==> src/rtl/keypad_pkg.sv <==
// Shared types and helpers for the keypad column scanner.
package keypad_pkg;

    typedef enum logic [1:0] {
        SCAN,
        DEBOUNCE,
        PRESSED,
        RELEASE
    } kp_state_t;

    localparam int KP_N = 4;

    function automatic logic [1:0] onehot_low_idx(input logic [3:0] v);
        logic [1:0] idx;
        casez (v)
            4'b???1: idx = 2'd0;
            4'b??10: idx = 2'd1;
            4'b?100: idx = 2'd2;
            4'b1000: idx = 2'd3;
            default: idx = 2'd0;
        endcase
        return idx;
    endfunction

endpackage

==> src/rtl/scan_tick_gen.sv <==
// Free-running divider; tick is high on the last count of every DIV-cycle period.
module scan_tick_gen #(
    parameter int unsigned DIV = 50000
) (
    input  logic clk,
    input  logic rst,
    output logic tick
);

    localparam int unsigned CW = (DIV > 1) ? $clog2(DIV) : 1;
    localparam logic [CW-1:0] LAST = CW'(DIV - 1);

    logic [CW-1:0] cnt_q;

    always_ff @(posedge clk) begin
        if (rst) begin
            cnt_q <= '0;
        end else if (cnt_q == LAST) begin
            cnt_q <= '0;
        end else begin
            cnt_q <= cnt_q + 1'b1;
        end
    end

    assign tick = (cnt_q == LAST);

endmodule

==> src/rtl/keypad_col_scanner.sv <==
// 4x4 keypad scanner: one-hot column drive, row debounce, key code with one-cycle valid strobe.
module keypad_col_scanner
    import keypad_pkg::*;
#(
    parameter int unsigned SCAN_DIV      = 50000,
    parameter int unsigned STABLE_TICKS  = 4,
    parameter int unsigned RELEASE_TICKS = 4
) (
    input  logic            clk,
    input  logic            rst,
    input  logic [KP_N-1:0] filas_in,
    output logic [KP_N-1:0] columnas_out,
    output logic [3:0]      key_code,
    output logic            key_valid,
    output logic            key_held
);

    localparam int unsigned MAX_TICKS = (STABLE_TICKS > RELEASE_TICKS) ? STABLE_TICKS
                                                                       : RELEASE_TICKS;
    localparam int unsigned CW = $clog2(MAX_TICKS + 1);
    localparam logic [CW-1:0] STABLE_CNT  = CW'(STABLE_TICKS);
    localparam logic [CW-1:0] RELEASE_CNT = CW'(RELEASE_TICKS);
    localparam logic [CW-1:0] ONE_CNT     = CW'(1);

    logic            tick;
    logic [KP_N-1:0] filas_meta_q;
    logic [KP_N-1:0] filas_sync_q;
    kp_state_t       state_q;
    logic [KP_N-1:0] col_q;
    logic [KP_N-1:0] captured_q;
    logic [CW-1:0]   cnt_q;
    logic [CW-1:0]   cnt_inc;
    logic [3:0]      code_q;
    logic            valid_q;
    logic            held_q;

    scan_tick_gen #(
        .DIV (SCAN_DIV)
    ) u_tick (
        .clk  (clk),
        .rst  (rst),
        .tick (tick)
    );

    always_ff @(posedge clk) begin
        if (rst) begin
            filas_meta_q <= '0;
            filas_sync_q <= '0;
        end else begin
            filas_meta_q <= filas_in;
            filas_sync_q <= filas_meta_q;
        end
    end

    assign cnt_inc = cnt_q + 1'b1;

    always_ff @(posedge clk) begin
        if (rst) begin
            state_q    <= SCAN;
            col_q      <= 4'b0001;
            captured_q <= '0;
            cnt_q      <= '0;
            code_q     <= '0;
            valid_q    <= 1'b0;
            held_q     <= 1'b0;
        end else begin
            valid_q <= 1'b0;
            unique case (state_q)
                SCAN: begin
                    if (tick) begin
                        if (filas_sync_q != '0) begin
                            captured_q <= filas_sync_q;
                            cnt_q      <= ONE_CNT;
                            state_q    <= DEBOUNCE;
                        end else begin
                            col_q <= {col_q[KP_N-2:0], col_q[KP_N-1]};
                        end
                    end
                end
                DEBOUNCE: begin
                    if (tick) begin
                        if (filas_sync_q == '0) begin
                            // Column left where it is; the next SCAN tick moves it on.
                            state_q <= SCAN;
                        end else if (filas_sync_q == captured_q) begin
                            cnt_q <= cnt_inc;
                            if (cnt_inc == STABLE_CNT) begin
                                state_q <= PRESSED;
                                valid_q <= 1'b1;
                                held_q  <= 1'b1;
                                code_q  <= {onehot_low_idx(captured_q), onehot_low_idx(col_q)};
                            end
                        end else begin
                            captured_q <= filas_sync_q;
                            cnt_q      <= ONE_CNT;
                        end
                    end
                end
                PRESSED: begin
                    state_q <= RELEASE;
                    cnt_q   <= '0;
                end
                RELEASE: begin
                    if (tick) begin
                        if (filas_sync_q == '0) begin
                            cnt_q <= cnt_inc;
                            if (cnt_inc == RELEASE_CNT) begin
                                state_q <= SCAN;
                                held_q  <= 1'b0;
                            end
                        end else begin
                            cnt_q <= '0;
                        end
                    end
                end
                default: state_q <= SCAN;
            endcase
        end
    end

    assign columnas_out = col_q;
    assign key_code     = code_q;
    assign key_valid    = valid_q;
    assign key_held     = held_q;

endmodule

==> config.mk <==
export PLATFORM = sky130hd
export DESIGN_NAME = keypad_col_scanner
export DESIGN_NICKNAME = d
export VERILOG_FILES = /design/src/rtl/keypad_pkg.sv /design/src/rtl/scan_tick_gen.sv /design/src/rtl/keypad_col_scanner.sv
export SDC_FILE = /design/constraint.sdc
export NUM_CORES = 1
export LEC_CHECK = 0
export ABC_AREA = 1
export ABC_CLOCK_PERIOD_IN_PS = 1850
export BUFFER_PORTS_ARGS = -buffer_cell sky130_fd_sc_hd__clkbuf_2
export CELL_PAD_IN_SITES_DETAIL_PLACEMENT = 0
export CELL_PAD_IN_SITES_GLOBAL_PLACEMENT = 1
export CORE_MARGIN = 1
export CORE_UTILIZATION = 38
export CTS_CLUSTER_DIAMETER = 150
export DETAILED_ROUTE_END_ITERATION = 12
export PLACE_DENSITY_LB_ADDON = 0.1
export SYNTH_ARGS = -nofsm -noshare
export SYNTH_HDL_FRONTEND = slang
export SYNTH_HIERARCHICAL = 1
export SYNTH_SLANG_ARGS = --single-unit
==> constraint.sdc <==
create_clock -name clk -period 1.85 [get_ports clk]
set_input_delay 0.2775 -clock clk [delete_from_list [all_inputs] [get_ports clk]]
set_output_delay 0.2775 -clock clk [all_outputs]
set_load 0.02 [all_outputs]
==> impl_summary.log, run 1 <==
INFO  metric synthFlopType = sky130_fd_sc_hd__dfxtp_1
INFO  metric period_share = 91.0%
INFO  metric die_y = 77.3 um
INFO  metric finalWorstSetupSlack = 167 ps
INFO  metric start_util = 39.4%
INFO  metric grt_pass1_wl = 7710 um
INFO  metric hold_path_startpoint = filas_in[1]
INFO  metric cts-root-to-sink-buffers = 2
INFO  metric htree_num_levels = 2
INFO  metric hold_path_end = filas_meta_q[1]
INFO  metric number_of_enable_type_register_cells_in_the_synthesized_netlist = 0
INFO  metric synth_area_leaders = sky130_fd_sc_hd__dfxtp_1, sky130_fd_sc_hd__nand2_1, sky130_fd_sc_hd__nor2_1, sky130_fd_sc_hd__inv_1, sky130_fd_sc_hd__nand3_1
INFO  metric antennaDiodeCount = 0
INFO  metric final-setup-viol-count = 0
INFO  metric hold_path_class = primary input to flip-flop
INFO  metric cp_data_arrival_time = 1930 ps
INFO  metric dp.final_hpwl = 3270 um
INFO  metric antenna_found_initial = 0
INFO  metric fin_nets = 357
INFO  metric rrSetupSlack = 170 ps
INFO  metric postSynthCellCount = 313
INFO  metric synthesis.area = 0.00215 mm2
INFO  metric kind_of_critical_path = flip-flop to flip-flop
INFO  metric preCtsSetupSlack = -44.0 ps
INFO  metric timing.critical_path.fanout_max = 5
INFO  metric area_occupied_by_multi_input_gates = 0.00113 mm2
INFO  metric clk_root_buffer_cell = sky130_fd_sc_hd__clkbuf_8
INFO  metric flow.area_growth_from_synthesis = 20.5%
INFO  metric synth.most_common_cell = sky130_fd_sc_hd__nand2_1
INFO  metric cell_type_with_the_highest_aggregate_area_in_the_netlist = sky130_fd_sc_hd__dfxtp_1
INFO  metric num_rows = 27
INFO  metric pin_count_of_the_biggest_net_entering_global_routing = 18
INFO  metric cts_inserted_buffers = 5
INFO  metric worst_case_vdd_ir_drop = 0.000408 V
INFO  metric synth.ff_latch_count = 43
INFO  metric power.static_leakage = 0.00110 uW
INFO  metric drcViolationCount = 0
INFO  metric synth.top_cell.area_share = 40.0%
INFO  metric dr.pass1.iters = 4
INFO  metric clock_pin_slew_of_the_registers_on_the_worst_case_setup_and_hold_paths = 80 ps
INFO  metric yosysWarnings = 6
INFO  metric fillCellCount = 579
INFO  metric post_route_setup_tns = 0 ps
INFO  metric tritoncts_clock_tree = done
INFO  metric number_of_antenna_violating_nets_in_the_routed_design = 0
INFO  metric outcome = finished clean
INFO  metric synth.net_count = 322
INFO  metric timing.max_cap.violations = 0
INFO  metric place.port_buffers = 15
INFO  metric clock_tree_skew_after_final_layout = 5.40 ps
INFO  metric floorplan.io_pins = 16
INFO  metric regToRegStartpoint = u_tick/cnt_q[1]
INFO  metric hold-path-cell-count = 3
INFO  metric total_power = 1910 uW
INFO  metric cell_count_of_the_worst_reg_to_reg_path = 10
INFO  metric postLayoutCoreUtil = 47.4%
INFO  metric ff_latch_area = 865 um2
INFO  metric grt_pass1_vias = 1,715
INFO  metric fin_worst_hold_slack = 158 ps
INFO  metric avgSynthCellArea = 6.88 um2
INFO  metric max_slew.worst_pin.slew = 533 ps
INFO  metric fmax = 594 MHz
INFO  metric critPathRequiredTime = 2090 ps
INFO  metric async_reset_ff_share = 0%
INFO  metric setup.worst_path.start_class = flip-flop
INFO  metric worstSkewPairLatency = 300 ps
INFO  metric synth_cell_count_leaders = sky130_fd_sc_hd__nand2_1, sky130_fd_sc_hd__nor2_1, sky130_fd_sc_hd__dfxtp_1, sky130_fd_sc_hd__inv_1, sky130_fd_sc_hd__nand3_1
INFO  metric report.final.hold_viol_count = 0
INFO  metric die_area = 0.00598 mm2
INFO  metric slew_headroom = 64.4%
INFO  metric maxSlewViolCount = 0
INFO  metric worstReg2RegEnd = key_code[0]
INFO  metric globalRoute.totalOverflow = 0
INFO  metric core_region_area = 0.00547 mm2
INFO  metric endpoint_type_of_the_worst_setup_path = flip-flop
INFO  metric power.density = 736 mW/mm2
INFO  metric route.detailed.vias_per_inst = 4.56
INFO  metric grt_usage = 16.4%
INFO  metric gp_congestion = 0.749
INFO  metric drt-initial-drc-count = 88
INFO  metric total_vias_in_the_final_route = 1,918
INFO  metric synth_sequential_area_ratio = 40.0%
INFO  metric cts_hold_buffers = 0
INFO  metric detail_route.wl_per_cell = 10.5 um
INFO  metric yosysUniqueCellTypes = 30
INFO  metric wirelength = 4420 um
INFO  metric layout_min_cycle_time = 1680 ps
INFO  metric die_width = 77.3 um
INFO  metric ratio_of_cells_with_drive_above_1_in_the_final_layout = 21.8%
INFO  metric cts.sinks = 43
-- worst max path at each step --
stage                         start              end  slack, ps
finish              u_tick/cnt_q[1]      key_code[0]        170
global route        u_tick/cnt_q[9]      key_code[0]         -4
CTS                 u_tick/cnt_q[0]      key_code[2]         50
detailed placement  u_tick/cnt_q[0]  columnas_out[2]        -40
global placement    u_tick/cnt_q[0]  columnas_out[2]        -10
floorplan           u_tick/cnt_q[0]         cnt_q[0]          8
-- kinds of logic (layout without fill, tap and decap cells) --
kind of cell / Yosys count / in the layout / synth area share [%]
simple gates: 178 / 178 / 39.3
buf+inv: 53 / 89 / 9.64
flops: 43 / 43 / 40.0
compound gates: 32 / 32 / 7.72
xor+xnor: 4 / 4 / 1.63
fa+ha+maj: 3 / 3 / 1.74
-- repair_timing --
action                     in CTS  in global routing
resized for setup               2                 11
setup endpoints to repair       6                 19
setup buffers                   0                  2
cloned                          0                  0
pin swaps                       0                  8
-- metrics by stage --
step                std cells  instance area (um2)
floorplan                 313                 2150
CTS                       419                 2540
global route              421                 2600
global placement          411                 2400
finish                    421                 2600
detailed placement        411                 2400
-- registers in the layout, summed over array words and instances (netlist names), named ones only --
signal,flops
filas_meta_q,4
state_q,1
cnt_q,3
key_held,1
filas_sync_q,4
columnas_out,4
u_tick/cnt_q,16
key_code,4
captured_q,4
key_valid,1
-- where the power goes --
part           leakage, uW  internal (uW)  switching (uW)
Sequential        0.000350            939            9.26
Combinational     0.000688           35.8            57.2
Clock            0.0000654            540             330
Total              0.00110           1510             397
-- final cells by class --
type                            instances  share of cell area, %
Tap cell                               72                   3.47
Timing Repair Buffer                   31                   7.52
Sequential cell                        43                   33.3
Inverter                               50                   7.23
Clock inverter                          2                   2.31
Clock buffer                            6                   2.80
Multi-Input combinational cell        217                   43.4
-- placed cells by master, fill, tap and decap left out, types with 2 or more instances in the layout --
cell type                    n
sky130_fd_sc_hd__a21oi_1    18
sky130_fd_sc_hd__buf_4      16
sky130_fd_sc_hd__bufinv_16   2
sky130_fd_sc_hd__clkbuf_2   15
sky130_fd_sc_hd__clkbuf_8    5
sky130_fd_sc_hd__dfxtp_1    40
sky130_fd_sc_hd__dfxtp_2     3
sky130_fd_sc_hd__ha_1        2
sky130_fd_sc_hd__inv_1      39
sky130_fd_sc_hd__inv_2      11
sky130_fd_sc_hd__nand2_1    70
sky130_fd_sc_hd__nand2_2     6
sky130_fd_sc_hd__nand2_4     2
sky130_fd_sc_hd__nand3_1    22
sky130_fd_sc_hd__nand4_1     7
sky130_fd_sc_hd__nor2_1     51
sky130_fd_sc_hd__nor2_2      3
sky130_fd_sc_hd__nor2_4      4
sky130_fd_sc_hd__nor2_8      2
sky130_fd_sc_hd__nor3_1      3
sky130_fd_sc_hd__o21ai_0     5
sky130_fd_sc_hd__o21ai_1     6
sky130_fd_sc_hd__xor2_1      3
-- critical path, cell delays in order, from the launching register on --
cell and delay, ps:
sky130_fd_sc_hd__dfxtp_2 360, sky130_fd_sc_hd__ha_4 140, sky130_fd_sc_hd__nand3_2 70, sky130_fd_sc_hd__or2_4 270, sky130_fd_sc_hd__nor2_4 140, sky130_fd_sc_hd__nand2_4 90
sky130_fd_sc_hd__nor2_4 140, sky130_fd_sc_hd__nand4_4 130, sky130_fd_sc_hd__nor2_4 160, sky130_fd_sc_hd__nand2_1 70, sky130_fd_sc_hd__nand2_1 60
-- per-layer routing --
layer | share of wire (%) | vias to the layer above | track usage [%]
met5 | 0 | - | 0
met4 | 1.5 | 0 | 6.23
met3 | 1.9 | 8 | 3.57
met2 | 45 | 17 | 26.3
met1 | 51 | 848 | 21.2
li1 | - | 1045 | -
No activity file was read; power rests on OpenSTA's default activity.
==> run 2: changes to the inputs <==
--- a/config.mk
+++ b/config.mk
@@ -6,7 +6,6 @@
 export NUM_CORES = 1
 export LEC_CHECK = 0
 export ABC_AREA = 1
-export ABC_CLOCK_PERIOD_IN_PS = 1850
 export BUFFER_PORTS_ARGS = -buffer_cell sky130_fd_sc_hd__clkbuf_2
 export CELL_PAD_IN_SITES_DETAIL_PLACEMENT = 0
 export CELL_PAD_IN_SITES_GLOBAL_PLACEMENT = 1
==> constraint.sdc (replaced) <==
create_clock -name clk -period 1.45 [get_ports clk]
set_input_delay 0.2175 -clock clk [delete_from_list [all_inputs] [get_ports clk]]
set_output_delay 0.2175 -clock clk [all_outputs]
set_load 0.02 [all_outputs]
==> impl_summary.log, run 2 (synthesized netlist as in run 1, its figures left out) <==
INFO  metric kind_of_critical_path = flip-flop to flip-flop (unchanged)
INFO  metric layout_commonest_cell = sky130_fd_sc_hd__nand2_1 (unchanged)
INFO  metric ratio_of_cells_with_drive_above_1_in_the_final_layout = 27.5% (was 21.8%)
INFO  metric worst_case_vdd_ir_drop = 0.000369 V (was 0.000408 V)
INFO  metric preCtsSetupSlack = -252 ps (was -44.0 ps)
INFO  metric floorplan.io_pins = 16 (unchanged)
INFO  metric start_util = 39.4% (unchanged)
INFO  metric max_slew.worst_pin.slew = 322 ps (was 533 ps)
INFO  metric final-setup-viol-count = 19 (was 0)
INFO  metric largest_register_ff_count = 16 (unchanged)
INFO  metric fin_worst_hold_slack = 102 ps (was 158 ps)
INFO  metric grt_usage = 17.5% (was 16.4%)
INFO  metric route.detailed.vias_per_inst = 4.52 (was 4.56)
INFO  metric layout_min_cycle_time = 1640 ps (was 1680 ps)
INFO  metric worstSkewPairLatency = 300 ps (about the same)
INFO  metric total_vias_in_the_final_route = 1,967 (was 1,918)
INFO  metric dp.final_hpwl = 3520 um (was 3270 um)
INFO  metric rsz0062_at_grt = yes
INFO  metric period_share = 113% (was 91.0%)
INFO  metric grt_pass1_wl = 8180 um (was 7710 um)
INFO  metric hold_path_class = primary input to flip-flop (unchanged)
INFO  metric antennaDiodeCount = 0 (unchanged)
INFO  metric clk_root_buffer_cell = sky130_fd_sc_hd__clkbuf_8 (unchanged)
INFO  metric endpoint_type_of_the_worst_setup_path = flip-flop (unchanged)
INFO  metric place.port_buffers = 15 (unchanged)
INFO  metric cts.sinks = 43 (unchanged)
INFO  metric die_y = 77.3 um (unchanged)
INFO  metric registers.top_by_ff_count = u_tick/cnt_q (unchanged)
INFO  metric critPathRequiredTime = 1650 ps (was 2090 ps)
INFO  metric die_area = 0.00598 mm2 (unchanged)
INFO  metric timing.critical_path.fanout_max = 4 (was 5)
INFO  metric setup.worst_path.start_class = flip-flop (unchanged)
INFO  metric core_region_area = 0.00547 mm2 (unchanged)
INFO  metric detail_route.wl_per_cell = 11.0 um (was 10.5 um)
INFO  metric cts_hold_buffers = 0 (unchanged)
INFO  metric dr.pass1.iters = 4 (unchanged)
INFO  metric globalRoute.totalOverflow = 0 (unchanged)
INFO  metric pin_count_of_the_biggest_net_entering_global_routing = 18 (unchanged)
INFO  metric outcome = finished, violations left (was finished clean)
INFO  metric timing.max_cap.violations = 0 (unchanged)
INFO  metric drt-initial-drc-count = 59 (was 88)
INFO  metric htree_num_levels = 2 (unchanged)
INFO  metric num_rows = 27 (unchanged)
INFO  metric cts-root-to-sink-buffers = 2 (unchanged)
INFO  metric wirelength = 4790 um (was 4420 um)
INFO  metric power.density = 884 mW/mm2 (was 736 mW/mm2)
INFO  metric cts_inserted_buffers = 5 (unchanged)
INFO  metric fin_nets = 371 (was 357)
INFO  metric fmax = 611 MHz (was 594 MHz)
INFO  metric number_of_antenna_violating_nets_in_the_routed_design = 0 (unchanged)
INFO  metric layout_common_cells = sky130_fd_sc_hd__nand2_1, sky130_fd_sc_hd__nor2_1, sky130_fd_sc_hd__dfxtp_1 (unchanged)
INFO  metric maxSlewViolCount = 0 (unchanged)
INFO  metric tritoncts_clock_tree = done (unchanged)
INFO  metric die_width = 77.3 um (unchanged)
INFO  metric slew_headroom = 78.4% (was 64.4%)
INFO  metric finalWorstSetupSlack = -187 ps (was 167 ps)
INFO  metric report.final.hold_viol_count = 0 (unchanged)
INFO  metric grt_pass1_vias = 1,847 (was 1,715)
INFO  metric clock_pin_slew_of_the_registers_on_the_worst_case_setup_and_hold_paths = 80 ps (about the same)
INFO  metric violated_checks = negative setup slack
INFO  metric flow.area_growth_from_synthesis = 28.3% (was 20.5%)
INFO  metric clock_tree_skew_after_final_layout = 7.57 ps (was 5.40 ps)
INFO  metric antenna_found_initial = 0 (unchanged)
INFO  metric post_route_setup_tns = -2380 ps (was 0 ps)
INFO  metric drcViolationCount = 0 (unchanged)
INFO  metric fillCellCount = 579 (unchanged)
INFO  metric cp_data_arrival_time = 1840 ps (was 1930 ps)
INFO  metric gp_congestion = 0.823 (was 0.749)
INFO  metric power.static_leakage = 0.00119 uW (was 0.00110 uW)
==> run 2: metal layers <==
metal,global-route usage [%],wire length (um),up-vias
met1,20.8,2230,870
met3,4.05,110,6
met4,6.23,63,0
li1,-,-,1077
met2,30.3,2380,14
met5,0,0,-
==> run 2: worst paths after layout <==
check                  startpoint              end  slack, ps  depth (start not counted)
hold reg to reg   filas_meta_q[1]  filas_sync_q[1]        400                          2
setup / recovery  u_tick/cnt_q[1]      key_code[3]       -190                         11
hold / removal        filas_in[0]  filas_meta_q[0]        100                          3
setup reg to reg  u_tick/cnt_q[1]      key_code[3]       -190                         11
==> run 2: report_power, final <==
group	switching, uW	total [uW]	internal, uW
sequential	12.3	1210	1200
combinational	78.9	134	55.0
clock	411	1100	689
total	502	2440	1940
==> run 2: layout make-up <==
type / instances / area (um2) / share of cell area [%]
clock buffer: 6 / 72.6 / 2.63
clock inverter: 2 / 60.1 / 2.17
inverter: 50 / 188 / 6.79
multi-input combinational: 218 / 1190 / 43.0
sequential: 43 / 865 / 31.3
tap: 72 / 90.1 / 3.26
timing repair buffer: 44 / 300 / 10.9
==> run 2: critical path: stages, from the launching register on <==
cell and delay (ps):
sky130_fd_sc_hd__dfxtp_2 350, sky130_fd_sc_hd__ha_4 150, sky130_fd_sc_hd__nand3_4 60, sky130_fd_sc_hd__or2_4 240
sky130_fd_sc_hd__nor2_4 170, sky130_fd_sc_hd__nand2_4 90, sky130_fd_sc_hd__nor2_4 120, sky130_fd_sc_hd__buf_4 120
sky130_fd_sc_hd__buf_6 90, sky130_fd_sc_hd__nand3_1 50, sky130_fd_sc_hd__nand2_1 60, sky130_fd_sc_hd__nor2_1 40
==> run 2: metrics by stage <==
stage	instance area, um2	utilization [%]	total power (uW)	instances
after floorplan	2200	-	1320	313
final	2760	50.5	2440	435
after global routing	2760	50.5	2560	435
after detailed placement	2530	46.2	1360	421
after CTS	2700	49.3	2480	432
after global placement	2530	46.2	1360	421
==> run 2: timing repair <==
item | in CTS | in global routing
endpoints found under the setup margin | 19 | 35
gates resized for setup | 4 | 13
gates cloned | 0 | 1
pin swaps | 12 | 5
setup buffers | 3 | 2
